`src/rtl/hazard_scoreboard_pkg.sv`:
```
// Shared types and constants for the hazard unit: exception FSM encoding,
// default redirect constants and execute-stage forwarding selects.
package hazard_scoreboard_pkg;

    typedef enum logic [1:0] {
        StIdle     = 2'd0,
        StFlush    = 2'd1,
        StRedirect = 2'd2
    } hz_state_e;

    localparam logic [31:0] EXC_VEC   = 32'hBFC00380;
    localparam logic [31:0] ERET_CODE = 32'h0000000E;

    localparam logic [1:0] FWD_NONE = 2'b00;
    localparam logic [1:0] FWD_W    = 2'b01;
    localparam logic [1:0] FWD_M    = 2'b10;

endpackage

```
`src/rtl/hazard_scoreboard_if.sv`:
```
// Pipeline-side bundle of the hazard unit. The slave modport is the hazard
// unit itself; the master modport is the pipeline that drives it.
interface hazard_scoreboard_if #(
    parameter int unsigned AW   = 5,
    parameter int unsigned CNTW = 16
);
    logic [AW-1:0]   rsD;
    logic [AW-1:0]   rtD;
    logic [AW-1:0]   rsE;
    logic [AW-1:0]   rtE;
    logic            issue_valid;
    logic            issue_long;
    logic [AW-1:0]   issue_wreg;
    logic            lwb_valid;
    logic [AW-1:0]   lwb_reg;
    logic [AW-1:0]   writeregM;
    logic [AW-1:0]   writeregW;
    logic            regwriteM;
    logic            regwriteW;
    logic            memtoregE;
    logic            stallreq_mem;
    logic [31:0]     excepttypeM;
    logic [31:0]     cp0_epcM;
    logic            pc_ready;

    logic            stallF;
    logic            stallD;
    logic            stallE;
    logic            stallM;
    logic            flushF;
    logic            flushD;
    logic            flushE;
    logic            flushM;
    logic            flushW;
    logic [1:0]      forwardaE;
    logic [1:0]      forwardbE;
    logic            redirect_valid;
    logic [31:0]     redirect_pc;
    logic            sb_full;
    logic [CNTW-1:0] stall_cnt;

    modport master (
        output rsD, rtD, rsE, rtE, issue_valid, issue_long, issue_wreg,
               lwb_valid, lwb_reg, writeregM, writeregW, regwriteM, regwriteW,
               memtoregE, stallreq_mem, excepttypeM, cp0_epcM, pc_ready,
        input  stallF, stallD, stallE, stallM, flushF, flushD, flushE, flushM,
               flushW, forwardaE, forwardbE, redirect_valid, redirect_pc,
               sb_full, stall_cnt
    );

    modport slave (
        input  rsD, rtD, rsE, rtE, issue_valid, issue_long, issue_wreg,
               lwb_valid, lwb_reg, writeregM, writeregW, regwriteM, regwriteW,
               memtoregE, stallreq_mem, excepttypeM, cp0_epcM, pc_ready,
        output stallF, stallD, stallE, stallM, flushF, flushD, flushE, flushM,
               flushW, forwardaE, forwardbE, redirect_valid, redirect_pc,
               sb_full, stall_cnt
    );

endinterface

```
`src/rtl/hz_scoreboard.sv`:
```
// Pending-register scoreboard for long-latency producers: one pending bit per
// architectural register plus a count of outstanding producers.
module hz_scoreboard #(
    parameter int unsigned NREG     = 32,
    parameter int unsigned AW       = 5,
    parameter int unsigned SB_DEPTH = 4
) (
    input  logic          clk,
    input  logic          rst,
    input  logic          flush,
    input  logic          set_en,
    input  logic [AW-1:0] set_reg,
    input  logic          clr_en,
    input  logic [AW-1:0] clr_reg,
    input  logic [AW-1:0] rs,
    input  logic [AW-1:0] rt,
    output logic          rs_busy,
    output logic          rt_busy,
    output logic          full
);

    localparam int unsigned CW = $clog2(SB_DEPTH + 1);

    logic [NREG-1:0] pend_q, pend_d;
    logic [CW-1:0]   cnt_q, cnt_d;
    logic            set_hit, clr_hit;
    logic            rs_pend, rt_pend;

    // Source lookup; a writeback to the same register this cycle bypasses it.
    always_comb begin
        rs_pend = 1'b0;
        rt_pend = 1'b0;
        for (int i = 0; i < NREG; i++) begin
            if (rs == AW'(i)) rs_pend = pend_q[i];
            if (rt == AW'(i)) rt_pend = pend_q[i];
        end
        rs_busy = rs_pend & ~(clr_en & (clr_reg == rs));
        rt_busy = rt_pend & ~(clr_en & (clr_reg == rt));
    end

    // Next pending bits and count; register 0 is skipped, set wins over clear.
    always_comb begin
        pend_d  = pend_q;
        set_hit = 1'b0;
        clr_hit = 1'b0;
        for (int i = 1; i < NREG; i++) begin
            if (clr_en && (clr_reg == AW'(i)) && pend_q[i]) begin
                pend_d[i] = 1'b0;
                clr_hit   = 1'b1;
            end
            if (set_en && (set_reg == AW'(i))) begin
                pend_d[i] = 1'b1;
                set_hit   = 1'b1;
            end
        end
        cnt_d = cnt_q;
        if (set_hit && !clr_hit) begin
            cnt_d = cnt_q + 1'b1;
        end else if (clr_hit && !set_hit) begin
            cnt_d = cnt_q - 1'b1;
        end
        if (flush) begin
            pend_d = '0;
            cnt_d  = '0;
        end
    end

    // Scoreboard state register.
    always_ff @(posedge clk or posedge rst) begin
        if (rst) begin
            pend_q <= '0;
            cnt_q  <= '0;
        end else begin
            pend_q <= pend_d;
            cnt_q  <= cnt_d;
        end
    end

    assign full = (cnt_q == CW'(SB_DEPTH));

endmodule

```
`src/rtl/hazard_scoreboard.sv`:
```
// Pipeline hazard unit: execute-stage forwarding, load-use and long-latency
// stalls, and the exception flush/redirect sequencer.
module hazard_scoreboard #(
    parameter int unsigned NREG      = 32,
    parameter int unsigned AW        = 5,
    parameter int unsigned SB_DEPTH  = 4,
    parameter int unsigned CNTW      = 16,
    parameter logic [31:0] EXC_VEC   = hazard_scoreboard_pkg::EXC_VEC,
    parameter logic [31:0] ERET_CODE = hazard_scoreboard_pkg::ERET_CODE
) (
    input  logic               clk,
    input  logic               rst,
    hazard_scoreboard_if.slave bus
);

    import hazard_scoreboard_pkg::*;

    hz_state_e       state_q, state_d;
    logic [31:0]     redirect_pc_q, redirect_pc_d;
    logic [CNTW-1:0] stall_cnt_q, stall_cnt_d;

    logic lwb_eff, set_en, flush_sb;
    logic rs_busy, rt_busy, sb_full;
    logic lwstall, sb_stall, redir_wait, stall_dec;
    logic fl_f, fl_d, fl_e, fl_m, fl_w;

    function automatic logic [1:0] fwd_sel(input logic [AW-1:0] src,
                                           input logic [AW-1:0] wreg_m,
                                           input logic          wen_m,
                                           input logic [AW-1:0] wreg_w,
                                           input logic          wen_w);
        if ((src != '0) && (src == wreg_m) && wen_m) return FWD_M;
        if ((src != '0) && (src == wreg_w) && wen_w) return FWD_W;
        return FWD_NONE;
    endfunction

    // Long writebacks during the flush/redirect window belong to cancelled work.
    always_comb begin
        lwb_eff    = bus.lwb_valid & (state_q == StIdle);
        flush_sb   = (state_q == StFlush);
        lwstall    = bus.memtoregE & ((bus.rsD == bus.rtE) | (bus.rtD == bus.rtE));
        sb_stall   = rs_busy | rt_busy | (bus.issue_long & sb_full);
        redir_wait = (state_q == StRedirect) & ~bus.pc_ready;
        stall_dec  = sb_stall | lwstall | bus.stallreq_mem | redir_wait;
        set_en     = bus.issue_valid & bus.issue_long & ~stall_dec & (bus.issue_wreg != '0);
    end

    hz_scoreboard #(
        .NREG     (NREG),
        .AW       (AW),
        .SB_DEPTH (SB_DEPTH)
    ) u_sb (
        .clk     (clk),
        .rst     (rst),
        .flush   (flush_sb),
        .set_en  (set_en),
        .set_reg (bus.issue_wreg),
        .clr_en  (lwb_eff),
        .clr_reg (bus.lwb_reg),
        .rs      (bus.rsD),
        .rt      (bus.rtD),
        .rs_busy (rs_busy),
        .rt_busy (rt_busy),
        .full    (sb_full)
    );

    // Exception sequencer next state; the target is latched on entry only.
    always_comb begin
        state_d       = state_q;
        redirect_pc_d = redirect_pc_q;
        unique case (state_q)
            StIdle: begin
                if (bus.excepttypeM != '0) begin
                    state_d       = StFlush;
                    redirect_pc_d = (bus.excepttypeM == ERET_CODE) ? bus.cp0_epcM : EXC_VEC;
                end
            end
            StFlush:    state_d = StRedirect;
            StRedirect: if (bus.pc_ready) state_d = StIdle;
            default:    state_d = StIdle;
        endcase
    end

    // Saturating count of decode-stall cycles.
    always_comb begin
        stall_cnt_d = stall_cnt_q;
        if (stall_dec && (stall_cnt_q != '1)) stall_cnt_d = stall_cnt_q + 1'b1;
    end

    // FSM, redirect target and stall counter registers.
    always_ff @(posedge clk or posedge rst) begin
        if (rst) begin
            state_q       <= StIdle;
            redirect_pc_q <= '0;
            stall_cnt_q   <= '0;
        end else begin
            state_q       <= state_d;
            redirect_pc_q <= redirect_pc_d;
            stall_cnt_q   <= stall_cnt_d;
        end
    end

    // Flush outputs; reset forces them low even though some are combinational.
    always_comb begin
        fl_f = 1'b0;
        fl_d = 1'b0;
        fl_e = lwstall | sb_stall;
        fl_m = 1'b0;
        fl_w = bus.stallreq_mem;
        if (state_q == StFlush) begin
            fl_f = 1'b1;
            fl_d = 1'b1;
            fl_e = 1'b1;
            fl_m = 1'b1;
            fl_w = 1'b1;
        end
        if (rst) begin
            fl_f = 1'b0;
            fl_d = 1'b0;
            fl_e = 1'b0;
            fl_m = 1'b0;
            fl_w = 1'b0;
        end
    end

    // Drive the pipeline-facing outputs.
    always_comb begin
        bus.stallF         = stall_dec;
        bus.stallD         = stall_dec;
        bus.stallE         = bus.stallreq_mem;
        bus.stallM         = bus.stallreq_mem;
        bus.flushF         = fl_f;
        bus.flushD         = fl_d;
        bus.flushE         = fl_e;
        bus.flushM         = fl_m;
        bus.flushW         = fl_w;
        bus.forwardaE      = fwd_sel(bus.rsE, bus.writeregM, bus.regwriteM,
                                     bus.writeregW, bus.regwriteW);
        bus.forwardbE      = fwd_sel(bus.rtE, bus.writeregM, bus.regwriteM,
                                     bus.writeregW, bus.regwriteW);
        bus.redirect_valid = (state_q == StRedirect);
        bus.redirect_pc    = redirect_pc_q;
        bus.sb_full        = sb_full;
        bus.stall_cnt      = stall_cnt_q;
    end

endmodule

```
`src/flat_wrapper.sv`:
```
// flat-port wrapper written by rule: the top's interface ports become plain ports
module hazard_scoreboard_flat import hazard_scoreboard_pkg::*;
#(
    parameter int unsigned NREG      = 32,
    parameter int unsigned AW        = 5,
    parameter int unsigned SB_DEPTH  = 4,
    parameter int unsigned CNTW      = 16,
    parameter logic [31:0] EXC_VEC   = hazard_scoreboard_pkg::EXC_VEC,
    parameter logic [31:0] ERET_CODE = hazard_scoreboard_pkg::ERET_CODE
)
  (clk, rst, bus_rsD, bus_rtD, bus_rsE, bus_rtE, bus_issue_valid, bus_issue_long, bus_issue_wreg, bus_lwb_valid, bus_lwb_reg, bus_writeregM, bus_writeregW, bus_regwriteM, bus_regwriteW, bus_memtoregE, bus_stallreq_mem, bus_excepttypeM, bus_cp0_epcM, bus_pc_ready, bus_stallF, bus_stallD, bus_stallE, bus_stallM, bus_flushF, bus_flushD, bus_flushE, bus_flushM, bus_flushW, bus_forwardaE, bus_forwardbE, bus_redirect_valid, bus_redirect_pc, bus_sb_full, bus_stall_cnt);
  hazard_scoreboard_if #(.AW(AW), .CNTW(CNTW)) bus_i ();
  input  logic clk;
  input  logic rst;
  input wire logic [$bits(bus_i.rsD)-1:0] bus_rsD;
  input wire logic [$bits(bus_i.rtD)-1:0] bus_rtD;
  input wire logic [$bits(bus_i.rsE)-1:0] bus_rsE;
  input wire logic [$bits(bus_i.rtE)-1:0] bus_rtE;
  input wire logic [$bits(bus_i.issue_valid)-1:0] bus_issue_valid;
  input wire logic [$bits(bus_i.issue_long)-1:0] bus_issue_long;
  input wire logic [$bits(bus_i.issue_wreg)-1:0] bus_issue_wreg;
  input wire logic [$bits(bus_i.lwb_valid)-1:0] bus_lwb_valid;
  input wire logic [$bits(bus_i.lwb_reg)-1:0] bus_lwb_reg;
  input wire logic [$bits(bus_i.writeregM)-1:0] bus_writeregM;
  input wire logic [$bits(bus_i.writeregW)-1:0] bus_writeregW;
  input wire logic [$bits(bus_i.regwriteM)-1:0] bus_regwriteM;
  input wire logic [$bits(bus_i.regwriteW)-1:0] bus_regwriteW;
  input wire logic [$bits(bus_i.memtoregE)-1:0] bus_memtoregE;
  input wire logic [$bits(bus_i.stallreq_mem)-1:0] bus_stallreq_mem;
  input wire logic [$bits(bus_i.excepttypeM)-1:0] bus_excepttypeM;
  input wire logic [$bits(bus_i.cp0_epcM)-1:0] bus_cp0_epcM;
  input wire logic [$bits(bus_i.pc_ready)-1:0] bus_pc_ready;
  output wire logic [$bits(bus_i.stallF)-1:0] bus_stallF;
  output wire logic [$bits(bus_i.stallD)-1:0] bus_stallD;
  output wire logic [$bits(bus_i.stallE)-1:0] bus_stallE;
  output wire logic [$bits(bus_i.stallM)-1:0] bus_stallM;
  output wire logic [$bits(bus_i.flushF)-1:0] bus_flushF;
  output wire logic [$bits(bus_i.flushD)-1:0] bus_flushD;
  output wire logic [$bits(bus_i.flushE)-1:0] bus_flushE;
  output wire logic [$bits(bus_i.flushM)-1:0] bus_flushM;
  output wire logic [$bits(bus_i.flushW)-1:0] bus_flushW;
  output wire logic [$bits(bus_i.forwardaE)-1:0] bus_forwardaE;
  output wire logic [$bits(bus_i.forwardbE)-1:0] bus_forwardbE;
  output wire logic [$bits(bus_i.redirect_valid)-1:0] bus_redirect_valid;
  output wire logic [$bits(bus_i.redirect_pc)-1:0] bus_redirect_pc;
  output wire logic [$bits(bus_i.sb_full)-1:0] bus_sb_full;
  output wire logic [$bits(bus_i.stall_cnt)-1:0] bus_stall_cnt;
  assign bus_i.rsD = bus_rsD;
  assign bus_i.rtD = bus_rtD;
  assign bus_i.rsE = bus_rsE;
  assign bus_i.rtE = bus_rtE;
  assign bus_i.issue_valid = bus_issue_valid;
  assign bus_i.issue_long = bus_issue_long;
  assign bus_i.issue_wreg = bus_issue_wreg;
  assign bus_i.lwb_valid = bus_lwb_valid;
  assign bus_i.lwb_reg = bus_lwb_reg;
  assign bus_i.writeregM = bus_writeregM;
  assign bus_i.writeregW = bus_writeregW;
  assign bus_i.regwriteM = bus_regwriteM;
  assign bus_i.regwriteW = bus_regwriteW;
  assign bus_i.memtoregE = bus_memtoregE;
  assign bus_i.stallreq_mem = bus_stallreq_mem;
  assign bus_i.excepttypeM = bus_excepttypeM;
  assign bus_i.cp0_epcM = bus_cp0_epcM;
  assign bus_i.pc_ready = bus_pc_ready;
  assign bus_stallF = bus_i.stallF;
  assign bus_stallD = bus_i.stallD;
  assign bus_stallE = bus_i.stallE;
  assign bus_stallM = bus_i.stallM;
  assign bus_flushF = bus_i.flushF;
  assign bus_flushD = bus_i.flushD;
  assign bus_flushE = bus_i.flushE;
  assign bus_flushM = bus_i.flushM;
  assign bus_flushW = bus_i.flushW;
  assign bus_forwardaE = bus_i.forwardaE;
  assign bus_forwardbE = bus_i.forwardbE;
  assign bus_redirect_valid = bus_i.redirect_valid;
  assign bus_redirect_pc = bus_i.redirect_pc;
  assign bus_sb_full = bus_i.sb_full;
  assign bus_stall_cnt = bus_i.stall_cnt;
  hazard_scoreboard #(.NREG(NREG), .AW(AW), .SB_DEPTH(SB_DEPTH), .CNTW(CNTW), .EXC_VEC(EXC_VEC), .ERET_CODE(ERET_CODE)) u_core (.clk(clk), .rst(rst), .bus(bus_i));
endmodule
```
`config.mk`:
```
export PLATFORM = sky130hd
export DESIGN_NAME = hazard_scoreboard_flat
export DESIGN_NICKNAME = d
export VERILOG_FILES = /design/src/rtl/hazard_scoreboard_pkg.sv /design/src/rtl/hazard_scoreboard_if.sv /design/src/rtl/hz_scoreboard.sv /design/src/rtl/hazard_scoreboard.sv /design/src/flat_wrapper.sv
export SDC_FILE = /design/constraint.sdc
export NUM_CORES = 1
export LEC_CHECK = 0
export ABC_AREA = 1
export BUFFER_PORTS_ARGS = -buffer_cell sky130_fd_sc_hd__buf_2
export CORE_MARGIN = 4
export CORE_UTILIZATION = 35
export CTS_CLUSTER_SIZE = 14
export DETAILED_ROUTE_END_ITERATION = 8
export PLACE_DENSITY_LB_ADDON = 0.3
export SKIP_CTS_REPAIR_TIMING = 1
export SYNTH_ARGS = -nofsm -noshare
export SYNTH_HDL_FRONTEND = slang
export SYNTH_SLANG_ARGS = --single-unit
```
`constraint.sdc`:
```
create_clock -name clk -period 3.8 [get_ports clk]
set_clock_uncertainty 0.1 [all_clocks]
set_input_delay 0 -clock clk [delete_from_list [all_inputs] [get_ports clk]]
set_output_delay 0 -clock clk [all_outputs]
set_load 0.01 [all_outputs]
```
==> results.md, run 1 <==
- Outcome: finished, final reports clean
- IO buf count: 176
- Sequential-to-total area share from yosys stat: 0.366
- Clock Path Buffers: 2
- Area leader, netlist: dfrtp_1
- Crit path max fanout: 4
- Initial Utilization: 0.359
- TNS Setup: 0 ns
- Clock transition at path regs: 0.06 ns
- Drt drc: 0
- CP top delay family: simple AND/OR/NAND/NOR gates
- Routed met2 length: 9340 um
- Most frequent CP cell: nand2_1
- Final hold viol count: 0
- Max Cap Viol: 0
- Count of final setup violators: 0
- Number of library cell types mapped by synthesis: 50
- Max layer used: met4
- Area growth, synth to finish: 28.6%
- Simple-gate share of the synthesized area: 0.298
- Fin nets: 1079
- Placed cell areas: 6750 um^2
- Mean Syn Cell Area: 7.42 um^2
- Global-route wire length before repair: 31100 um
- Unrepaired setup endpoints after global routing: no
- Via-per-instance ratio: 5.41
- CP required: 3.95 ns
- Largest net degree at the start of global routing: 61
- Post-Syn Instances: 773
- Vias in the first global route: 5950
- Crit-path slowest cell: dfrtp_1
- CTS tree: built
- Util after Layout: 0.461
- Number of inserted diodes: 0
- Layout cell share with drive strength beyond 1: 0.233
- Least-Margin Pin Slew: 0.770 ns
- Max-slew violation count: 0
- Slew headroom: 0.480
- WL final: 20100 um
- Pwr/cell area: 377 nW/um^2
- Cell Rows: 46
- Die Span Y: 136 um
- Critical Path Sink Type: register
- Design area: 7380 um^2
- Synth top area cells: dfrtp_1 37%, nand2_1 7.7%, nand3_1 6.2%, inv_1 5.8%, nand4_1 5.3%
- Die area: 18500 um^2
- WP data arrival: 3.51 ns
- Yosys top cell area share: 0.366
- First-pass DRT Iterations: 7
- All-layer global routing usage: 0.209
- Routed wl met3: 1720 um
- Final non-filler cell total: 1183
- H-tree levels: 3
- Clk sinks: 84
- HPWL after detailed placement: 14900 um
- CORE AREA: 16000 um^2
- Worst path cell trace: o21ai_1 -> nand2_1 -> nand2_1 -> nand2_1 -> nand2_1 -> nand4_1 -> nor2_1 -> nand4_1 -> nand2_1 -> nand3_1 -> nand2_1 -> nand4_1 -> nor2_1 -> nand4_1 -> nand2_1 -> nand4_1 -> nor2_1 -> nand4_1 -> nand2_2 -> nand4_4 -> nor2_4 -> ha_1 -> fa_1 -> a211oi_1
- Ys async rst share: 1.00
- Top cells by count, synth: 118 x nand2_1, 89 x inv_1, 84 x dfrtp_1
- Compound-gate portion of the synthesized area: 0.183
- Dpl cells: 1133
- Post-synthesis adder-cell area fraction: 0.00785
- Antenna-violating nets left: 0
- Synth Flop Type: dfrtp_1
- Chip width: 136 um
- CP Launch Type: register
- Seq cells post-synth: 84
- Kind of critical path: register to register
- Post-Synth XOR/XNOR Area: 0.0443
- Mapped Area: 5740 um^2
- Clock Tree Root: clkbuf_16
- Routability congestion estimate: 0.980
- Grt ovf: 0
- Number of flops mapped to enable cells by yosys: 0
- Yosys warnings: 0
- Multiplexer share of the synthesized area: 0
- Largest family of logic cells by synthesized area: simple AND/OR/NAND/NOR gates
- Mapped Nets: 890
- Avg WL per Cell: 17.0 um
- CP Buf/Inv Count: 0
- M1 wire length: 8570 um
- Initial DRC count: 477
- Hold crit path type: input pin to register
- Vias: 6401
- Max VDD drop: 290 uV
- Clock Latency Late Sink: 0.34 ns
- Count leader, synth: nand2_1
- Min cycle time layout: 3.36 ns
- F_max: 297 MHz
- Pleak: 3.40 nW
- Initial antenna violation count: 0
- Num CTS Buffers: 9
- Part of the cycle the worst path needs: 0.885
- CP max stage delay: 0.46 ns
- Io pins: 177
-- kinds of logic (layout without fill, tap and decap cells) --
logic type | after synthesis | in the layout
xor+xnor | 29 | 29
simple gates | 362 | 362
buf+inv | 138 | 332
compound gates | 157 | 157
flops | 84 | 84
fa+ha+maj | 3 | 3
-- layer usage --
layer | global-route usage | vias to the layer above
li1 | - | 3075
met1 | 0.278 | 2965
met2 | 0.346 | 325
met3 | 0.0392 | 36
met4 | 0.0661 | 0
met5 | 0 | -
-- per-stage QoR --
stage	worst slack (ns)	hold WS, ns	power, mW
final	0.437	0.00472	2.78
after CTS	0.442	-0.416	2.77
after global placement	0.433	-0.0522	1.92
after floorplan	0.698	-0.0559	1.62
after global routing	0.0523	0.00834	2.96
after detailed placement	0.381	-0.0465	1.93
-- layout by cell type (no fill, tap or decap), drive strengths merged, types with 3 or more instances in the layout --
cell	count
a2111o	3
a2111oi	3
a21oi	36
a22o	20
a31o	4
a32o	3
buf	185
clkbuf	12
clkinv	3
dfrtp	84
dlygate4sd3	34
inv	96
nand2	121
nand3	71
nand4	50
nor2	81
nor3	16
nor4	17
o2111ai	6
o211ai	4
o21ai	46
o22a	12
o22ai	8
xnor2	10
xor2	19
-- worst register-to-register path, delay by kind of cell, from the launching register on --
kind                     cells  cell delay, ns
AO/OA/AOI/OAI                2            0.40
adder cells (fa/ha/maj)      2            0.62
flip-flops                   1            0.46
AND/OR/NAND/NOR             20            1.71
-- worst paths after layout --
check / cells past startpoint / slack (ns) / startpoint / to
min: 3 / 0.005 / bus_issue_wreg[4] / u_core.u_sb.pend_q[24]
max: 24 / 0.44 / u_core.u_sb.pend_q[2] / u_core.u_sb.cnt_q[1]
max in group asynchronous: 4 / 2.34 / rst / u_core.bus.stall_cnt[10]
max reg2reg: 24 / 0.44 / u_core.u_sb.pend_q[2] / u_core.u_sb.cnt_q[1]
min in group asynchronous: 3 / 0.15 / rst / u_core.u_sb.cnt_q[0]
min reg2reg: 1 / 0.40 / u_core.u_sb.cnt_q[0] / u_core.u_sb.cnt_q[0]
-- power breakdown --
group	internal (mW)	switching (mW)	total (mW)
logic	0.289	0.591	0.880
registers	0.976	0.0843	1.06
clock network	0.482	0.362	0.844
-- state kept, by name, indices dropped and copies added, names as in the netlist --
register                cells
u_core.u_sb.cnt_q           3
u_core.u_sb.pend_q         31
u_core.bus.stall_cnt       16
u_core.state_q              2
u_core.bus.redirect_pc     32
-- cell type report --
class                      count  area, um^2
clock buffer                  12         256
clock inverter                 4        32.5
fill                        1637        8620
inverter                      97         368
multi-input combinational    551        3060
sequential                    84        2100
tap                          216         270
timing repair buffer         219        1290
No activity file was read; power rests on OpenSTA's default activity.
==> run 2, diff against run 1 <==
--- a/config.mk
+++ b/config.mk
@@ -7,6 +7,7 @@
 export LEC_CHECK = 0
 export ABC_AREA = 1
 export BUFFER_PORTS_ARGS = -buffer_cell sky130_fd_sc_hd__buf_2
+export CORE_ASPECT_RATIO = 1.1
 export CORE_MARGIN = 4
 export CORE_UTILIZATION = 35
 export CTS_CLUSTER_SIZE = 14
==> run 2 against run 1 <==
Die area is essentially flat; critical path type unchanged; largest cell class unchanged; core utilization up 0.47 points; power up 5.1%; sequential power about the same; global-route usage up 0.062 points; sequential cell count unchanged; largest power group unchanged.
==> results.md, run 2 (synthesized netlist as in run 1, its figures left out) <==
- Worst slack, placed: 0.454 ns (was 0.381 ns)
- Reg-to-Reg End: u_core.u_sb.cnt_q[1] (unchanged)
- Drt drc: 0 (unchanged)
- Chip width: 130 um (was 136 um)
- Commonest non-fill, non-tap cell in the layout: buf_2 (unchanged)
- Number of inserted diodes: 0 (unchanged)
- Die Span Y: 142 um (was 136 um)
- Worst hold slack: 0.00946 ns (was 0.00472 ns)
- Most frequent cells in the layout: 176 x buf_2, 118 x nand2_1, 88 x inv_1 (unchanged)
- Pwr Total: 2.93 mW (was 2.78 mW)
- Pleak: 3.43 nW (was 3.40 nW)
- Crit path max fanout: 4 (unchanged)
- Routability congestion estimate: 0.982 (was 0.980)
- Max-slew violation count: 0 (unchanged)
- Grt ovf: 0 (unchanged)
- HPWL after detailed placement: 15300 um (was 14900 um)
- Most frequent CP cell: nand2_1 (unchanged)
- Clock Tree Root: clkbuf_16 (unchanged)
- Largest net degree at the start of global routing: 57 (was 61)
- Area growth, synth to finish: 29.2% (was 28.6%)
- Vias in the first global route: 6077 (was 5950)
- Worst r2r src: u_core.u_sb.pend_q[2] (unchanged)
- Final non-filler cell total: 1169 (was 1183)
- IO buf count: 176 (unchanged)
- Kind of critical path: register to register (unchanged)
- WHS Endpoint: u_core.u_sb.pend_q[24] (unchanged)
- CP Launch Type: register (unchanged)
- All-layer global routing usage: 0.210 (was 0.209)
- Avg WL per Cell: 17.6 um (was 17.0 um)
- Hold crit path type: input pin to register (unchanged)
- Count of final setup violators: 0 (unchanged)
- WP data arrival: 3.42 ns (was 3.51 ns)
- Max Cap Viol: 0 (unchanged)
- Part of the cycle the worst path needs: 0.860 (was 0.885)
- Sequential Area: 2100 um^2 (unchanged)
- Worst reg-to-reg setup slack: 0.53 ns (was 0.44 ns)
- Critical Path Sink Type: register (unchanged)
- Multi-input logic area: 3060 um^2 (unchanged)
- Cell Rows: 48 (was 46)
- Clock transition at path regs: 0.07 ns (was 0.06 ns)
- Max reg flops: 32 (unchanged)
- Number of fill cells: 1549 (was 1637)
- Min cycle time layout: 3.27 ns (was 3.36 ns)
- CTS tree: built (unchanged)
- Initial Utilization: 0.361 (was 0.359)
- WL final: 20600 um (was 20100 um)
- Hold path cells: 3 (unchanged)
- Unrepaired setup endpoints after global routing: no (unchanged)
- Initial antenna violation count: 0 (unchanged)
- Min-delay src: bus_issue_wreg[4] (unchanged)
- Dpl cells: 1119 (was 1133)
- Crit-path slowest cell: dfrtp_1 (unchanged)
- Placed cell areas: 6740 um^2 (was 6750 um^2)
- Cells on worst reg2reg path: 24 (unchanged)
- F_max: 306 MHz (was 297 MHz)
- H-tree levels: 3 (unchanged)
- TNS Setup: 0 ns (unchanged)
- Fin nets: 1081 (was 1079)
- Clk sinks: 84 (unchanged)
- Die area: 18500 um^2 (about the same)
- Design area: 7410 um^2 (was 7380 um^2)
- Pwr/cell area: 395 nW/um^2 (was 377 nW/um^2)
- Clock Latency Late Sink: 0.34 ns (about the same)
- Layout cell share with drive strength beyond 1: 0.235 (was 0.233)
- Outcome: finished, final reports clean (unchanged)
- Antenna-violating nets left: 0 (unchanged)
- Via-per-instance ratio: 5.42 (was 5.41)
- Slew headroom: 0.347 (was 0.480)
- CP required: 3.95 ns (about the same)
- CP max stage delay: 0.46 ns (about the same)
- Util after Layout: 0.466 (was 0.461)
- Max VDD drop: 316 uV (was 290 uV)
- Clock Path Buffers: 2 (unchanged)
- Least-Margin Pin Slew: 0.980 ns (was 0.770 ns)
- Slack of the critical path: 0.530 ns (was 0.437 ns)
- Worst path cell trace: o21ai_0 -> nand2_1 -> nand2_1 -> nand2_1 -> nand2_1 -> nand4_1 -> nand2_1 -> nand3_1 -> nand2_1 -> nand4_1 -> nand2_1 -> nand4_1 -> nor2_1 -> nand4_1 -> nand2_1 -> nand4_1 -> nand2_1 -> nand4_1 -> nand2_1 -> nand4_4 -> nor2_4 -> ha_1 -> fa_1 -> a211oi_1 (was o21ai_1 -> nand2_1 -> nand2_1 -> nand2_1 -> nand2_1 -> nand4_1 -> nor2_1 -> nand4_1 -> nand2_1 -> nand3_1 -> nand2_1 -> nand4_1 -> nor2_1 -> nand4_1 -> nand2_1 -> nand4_1 -> nor2_1 -> nand4_1 -> nand2_2 -> nand4_4 -> nor2_4 -> ha_1 -> fa_1 -> a211oi_1)
- First-pass DRT Iterations: 5 (was 7)
- Final hold viol count: 0 (unchanged)
- Io pins: 177 (unchanged)
- CORE AREA: 15900 um^2 (was 16000 um^2)
- Vias: 6341 (was 6401)
- Initial DRC count: 439 (was 477)
- Num CTS Buffers: 9 (unchanged)
- Global-route wire length before repair: 30700 um (was 31100 um)
run 2: cell types whose count changed in the layout (fill, tap and decap cells not counted), sizes merged:
cell,delta
inv,+2
clkinvlp,-1
bufinv,+2
clkbuf,-3
buf,+2
run 2: worst max path at each step:
| stage | startpoint | to |
|---|---|---|
| final | u_core.u_sb.pend_q[2] | u_core.u_sb.cnt_q[1] |
| after floorplan | u_core.u_sb.pend_q[2] | u_core.u_sb.cnt_q[1] |
| after detailed placement | bus_rsD[0] | u_core.u_sb.cnt_q[2] |
| after CTS | u_core.u_sb.pend_q[2] | u_core.u_sb.cnt_q[1] |
| after global routing | u_core.u_sb.pend_q[2] | u_core.u_sb.cnt_q[2] |
| after global placement | bus_rsD[0] | u_core.u_sb.cnt_q[2] |
run 2: per-layer routing:
metal / vias to the layer above / global-route usage / part of all wire
met3: 60 / 0.0484 / 0.073
li1: 3079 / - / -
met5: - / 0 / 0
met4: 0 / 0.0952 / 0.038
met2: 274 / 0.334 / 0.47
met1: 2928 / 0.271 / 0.42
run 2: worst max-delay path: cells and delay by family (launching register included):
kind | cells | cell delay (ns)
adder cells (fa/ha/maj) | 2 | 0.62
flip-flops | 1 | 0.46
AND/OR/NAND/NOR | 20 | 1.59
AO/OA/AOI/OAI | 2 | 0.40
run 2: area by class of cell:
| type | instances | area share |
|---|---|---|
| tap | 200 | 0.0338 |
| sequential | 84 | 0.284 |
| inverter | 97 | 0.0496 |
| timing repair buffer | 221 | 0.176 |
| clock buffer | 9 | 0.0304 |
| clock inverter | 7 | 0.0142 |
| multi-input combinational | 551 | 0.413 |
run 2: power breakdown:
part,internal (mW),switching [mW],leakage (nW)
logic,0.291,0.596,2.18
clock network,0.586,0.390,0.159
registers,0.976,0.0876,1.09
==> run 3, diff against run 2 <==
--- a/config.mk
+++ b/config.mk
@@ -8,7 +8,7 @@
 export ABC_AREA = 1
 export BUFFER_PORTS_ARGS = -buffer_cell sky130_fd_sc_hd__buf_2
 export CORE_ASPECT_RATIO = 1.1
-export CORE_MARGIN = 4
+export CORE_MARGIN = 3
 export CORE_UTILIZATION = 35
 export CTS_CLUSTER_SIZE = 14
 export DETAILED_ROUTE_END_ITERATION = 8
==> run 3 against run 2 <==
Fmax is 0.72% higher; via count is 0.79% higher; critical path depth is 3 higher; worst setup slack better by 0.023 ns; power is 5.7% lower; sequential cell count stayed put; cell count is 0.17% higher; critical path type unchanged; critical endpoint is now u_core.u_sb.cnt_q[2].
==> results.md, run 3 (synthesized netlist as in run 1, its figures left out) <==
- Least-Margin Pin Slew: 0.902 ns (was 0.980 ns)
- Initial antenna violation count: 0 (unchanged)
- Antenna-violating nets left: 0 (unchanged)
- Chip width: 128 um (was 130 um)
- Max VDD drop: 386 uV (was 316 uV)
- Max layer used: met4 (unchanged)
- Outcome: finished, final reports clean (unchanged)
- Max reg flops: 32 (unchanged)
- Largest net degree at the start of global routing: 51 (was 57)
- Commonest non-fill, non-tap cell in the layout: buf_2 (unchanged)
- F_max: 308 MHz (was 306 MHz)
- Max Cap Viol: 0 (unchanged)
- Min cycle time layout: 3.25 ns (was 3.27 ns)
- Global-route wire length before repair: 31400 um (was 30700 um)
- Kind of critical path: register to register (unchanged)
- Final hold viol count: 0 (unchanged)
- Pwr/cell area: 374 nW/um^2 (was 395 nW/um^2)
- CORE AREA: 15900 um^2 (about the same)
- Count of final setup violators: 0 (unchanged)
- Avg WL per Cell: 17.1 um (was 17.6 um)
- Num CTS Buffers: 9 (unchanged)
- Unrepaired setup endpoints after global routing: no (unchanged)
- Critical Path Sink Type: register (unchanged)
- TNS Setup: 0 ns (unchanged)
- Hold crit path type: input pin to register (unchanged)
- M1 wire length: 8230 um (was 8610 um)
- Util after Layout: 0.465 (was 0.466)
- Vias: 6391 (was 6341)
- Routed wl met3: 1650 um (was 1510 um)
- WL final: 20000 um (was 20600 um)
- Most frequent cells in the layout: 176 x buf_2, 118 x nand2_1, 88 x inv_1 (unchanged)
- Number of fill cells: 1610 (was 1549)
- Worst slack, placed: 0.457 ns (was 0.454 ns)
- Grt ovf: 0 (unchanged)
- Crit path max fanout: 4 (unchanged)
- Initial DRC count: 636 (was 439)
- All-layer global routing usage: 0.217 (was 0.210)
- Fin nets: 1083 (was 1081)
- Routability congestion estimate: 1.05 (was 0.982)
- Part of the cycle the worst path needs: 0.854 (was 0.860)
- Max-slew violation count: 0 (unchanged)
- Clock Latency Late Sink: 0.33 ns (was 0.34 ns)
- HPWL after detailed placement: 15200 um (was 15300 um)
- Die area: 18000 um^2 (was 18500 um^2)
- Area growth, synth to finish: 28.5% (was 29.2%)
- First-pass DRT Iterations: 5 (unchanged)
- Layout cell share with drive strength beyond 1: 0.237 (was 0.235)
- Routed met2 length: 9460 um (was 9680 um)
- WP data arrival: 3.36 ns (was 3.42 ns)
- CP required: 3.91 ns (was 3.95 ns)
- CTS tree: built (unchanged)
- Drt drc: 0 (unchanged)
- Clk sinks: 84 (unchanged)
- H-tree levels: 3 (unchanged)
- Cell Rows: 48 (unchanged)
- Initial Utilization: 0.362 (was 0.361)
- Slew headroom: 0.399 (was 0.347)
- Die Span Y: 140 um (was 142 um)
- Worst hold slack: 0.0142 ns (was 0.00946 ns)
- Number of inserted diodes: 0 (unchanged)
- Vias in the first global route: 6070 (was 6077)
- Clock Tree Root: clkbuf_16 (unchanged)
- Clock Path Buffers: 2 (unchanged)
- Via-per-instance ratio: 5.46 (was 5.42)
- Io pins: 177 (unchanged)
- CP Launch Type: register (unchanged)
- Pleak: 3.42 nW (was 3.43 nW)
- IO buf count: 176 (unchanged)
- Slack of the critical path: 0.554 ns (was 0.530 ns)
- Clock transition at path regs: 0.06 ns (was 0.07 ns)
run 3: metrics by stage:
| stage | power, mW | cell area (um^2) | std cells |
|---|---|---|---|
| after global placement | 1.94 | 6760 | 1121 |
| final | 2.76 | 7370 | 1171 |
| after floorplan | 1.62 | 5740 | 773 |
| after global routing | 2.94 | 7370 | 1171 |
| after CTS | 2.75 | 7030 | 1137 |
| after detailed placement | 1.94 | 6760 | 1121 |
run 3: layout make-up:
type,count,area [um^2],area share
multi-input combinational,551,3060,0.415
tap,200,250,0.0339
timing repair buffer,223,1320,0.179
sequential,84,2100,0.285
clock buffer,9,225,0.0305
clock inverter,7,51.3,0.00696
inverter,97,368,0.0499
run 3: per-layer routing:
metal,up-vias,global-route usage
met4,0,0.0927
li1,3079,-
met5,-,0
met2,301,0.349
met3,52,0.0385
met1,2959,0.288
run 3: critical path, cell delays in order (launching register included):
cell,delay (ns)
dfrtp_1,0.47
nor2_1,0.08
nor2_1,0.09
nand2_1,0.06
nand2_1,0.05
nand2_1,0.06
nand4_1,0.06
nand2_1,0.06
nand3_1,0.07
nand2_1,0.06
nand4_1,0.06
nand2_1,0.05
nand4_1,0.06
nor2_1,0.04
nand4_1,0.06
nand2_1,0.05
nand4_1,0.07
nand2_1,0.06
nand4_1,0.07
nand2_1,0.12
nand4_4,0.15
nor2_4,0.04
ha_1,0.23
fa_1,0.44
a21oi_1,0.14
o21ai_0,0.11
o21ai_0,0.17
a21oi_1,0.06
run 3: report_power, final:
part           switching, mW  internal, mW  leakage (nW)  total, mW
combinational          0.594         0.300          2.19      0.894
sequential            0.0845         0.976          1.09       1.06
clock                  0.361         0.446         0.132      0.806
total                   1.04          1.72          3.42       2.76
run 3: worst paths after layout:
check | startpoint | endpoint | slack [ns] | cells after the start
min in group asynchronous | rst | u_core.u_sb.cnt_q[0] | 0.31 | 3
min | bus_issue_wreg[4] | u_core.u_sb.pend_q[22] | 0.01 | 3
max reg2reg | u_core.u_sb.pend_q[3] | u_core.u_sb.cnt_q[2] | 0.55 | 27
min reg2reg | u_core.u_sb.cnt_q[0] | u_core.u_sb.cnt_q[0] | 0.40 | 1
max in group asynchronous | rst | u_core.bus.redirect_pc[19] | 2.33 | 4
max | u_core.u_sb.pend_q[3] | u_core.u_sb.cnt_q[2] | 0.55 | 27
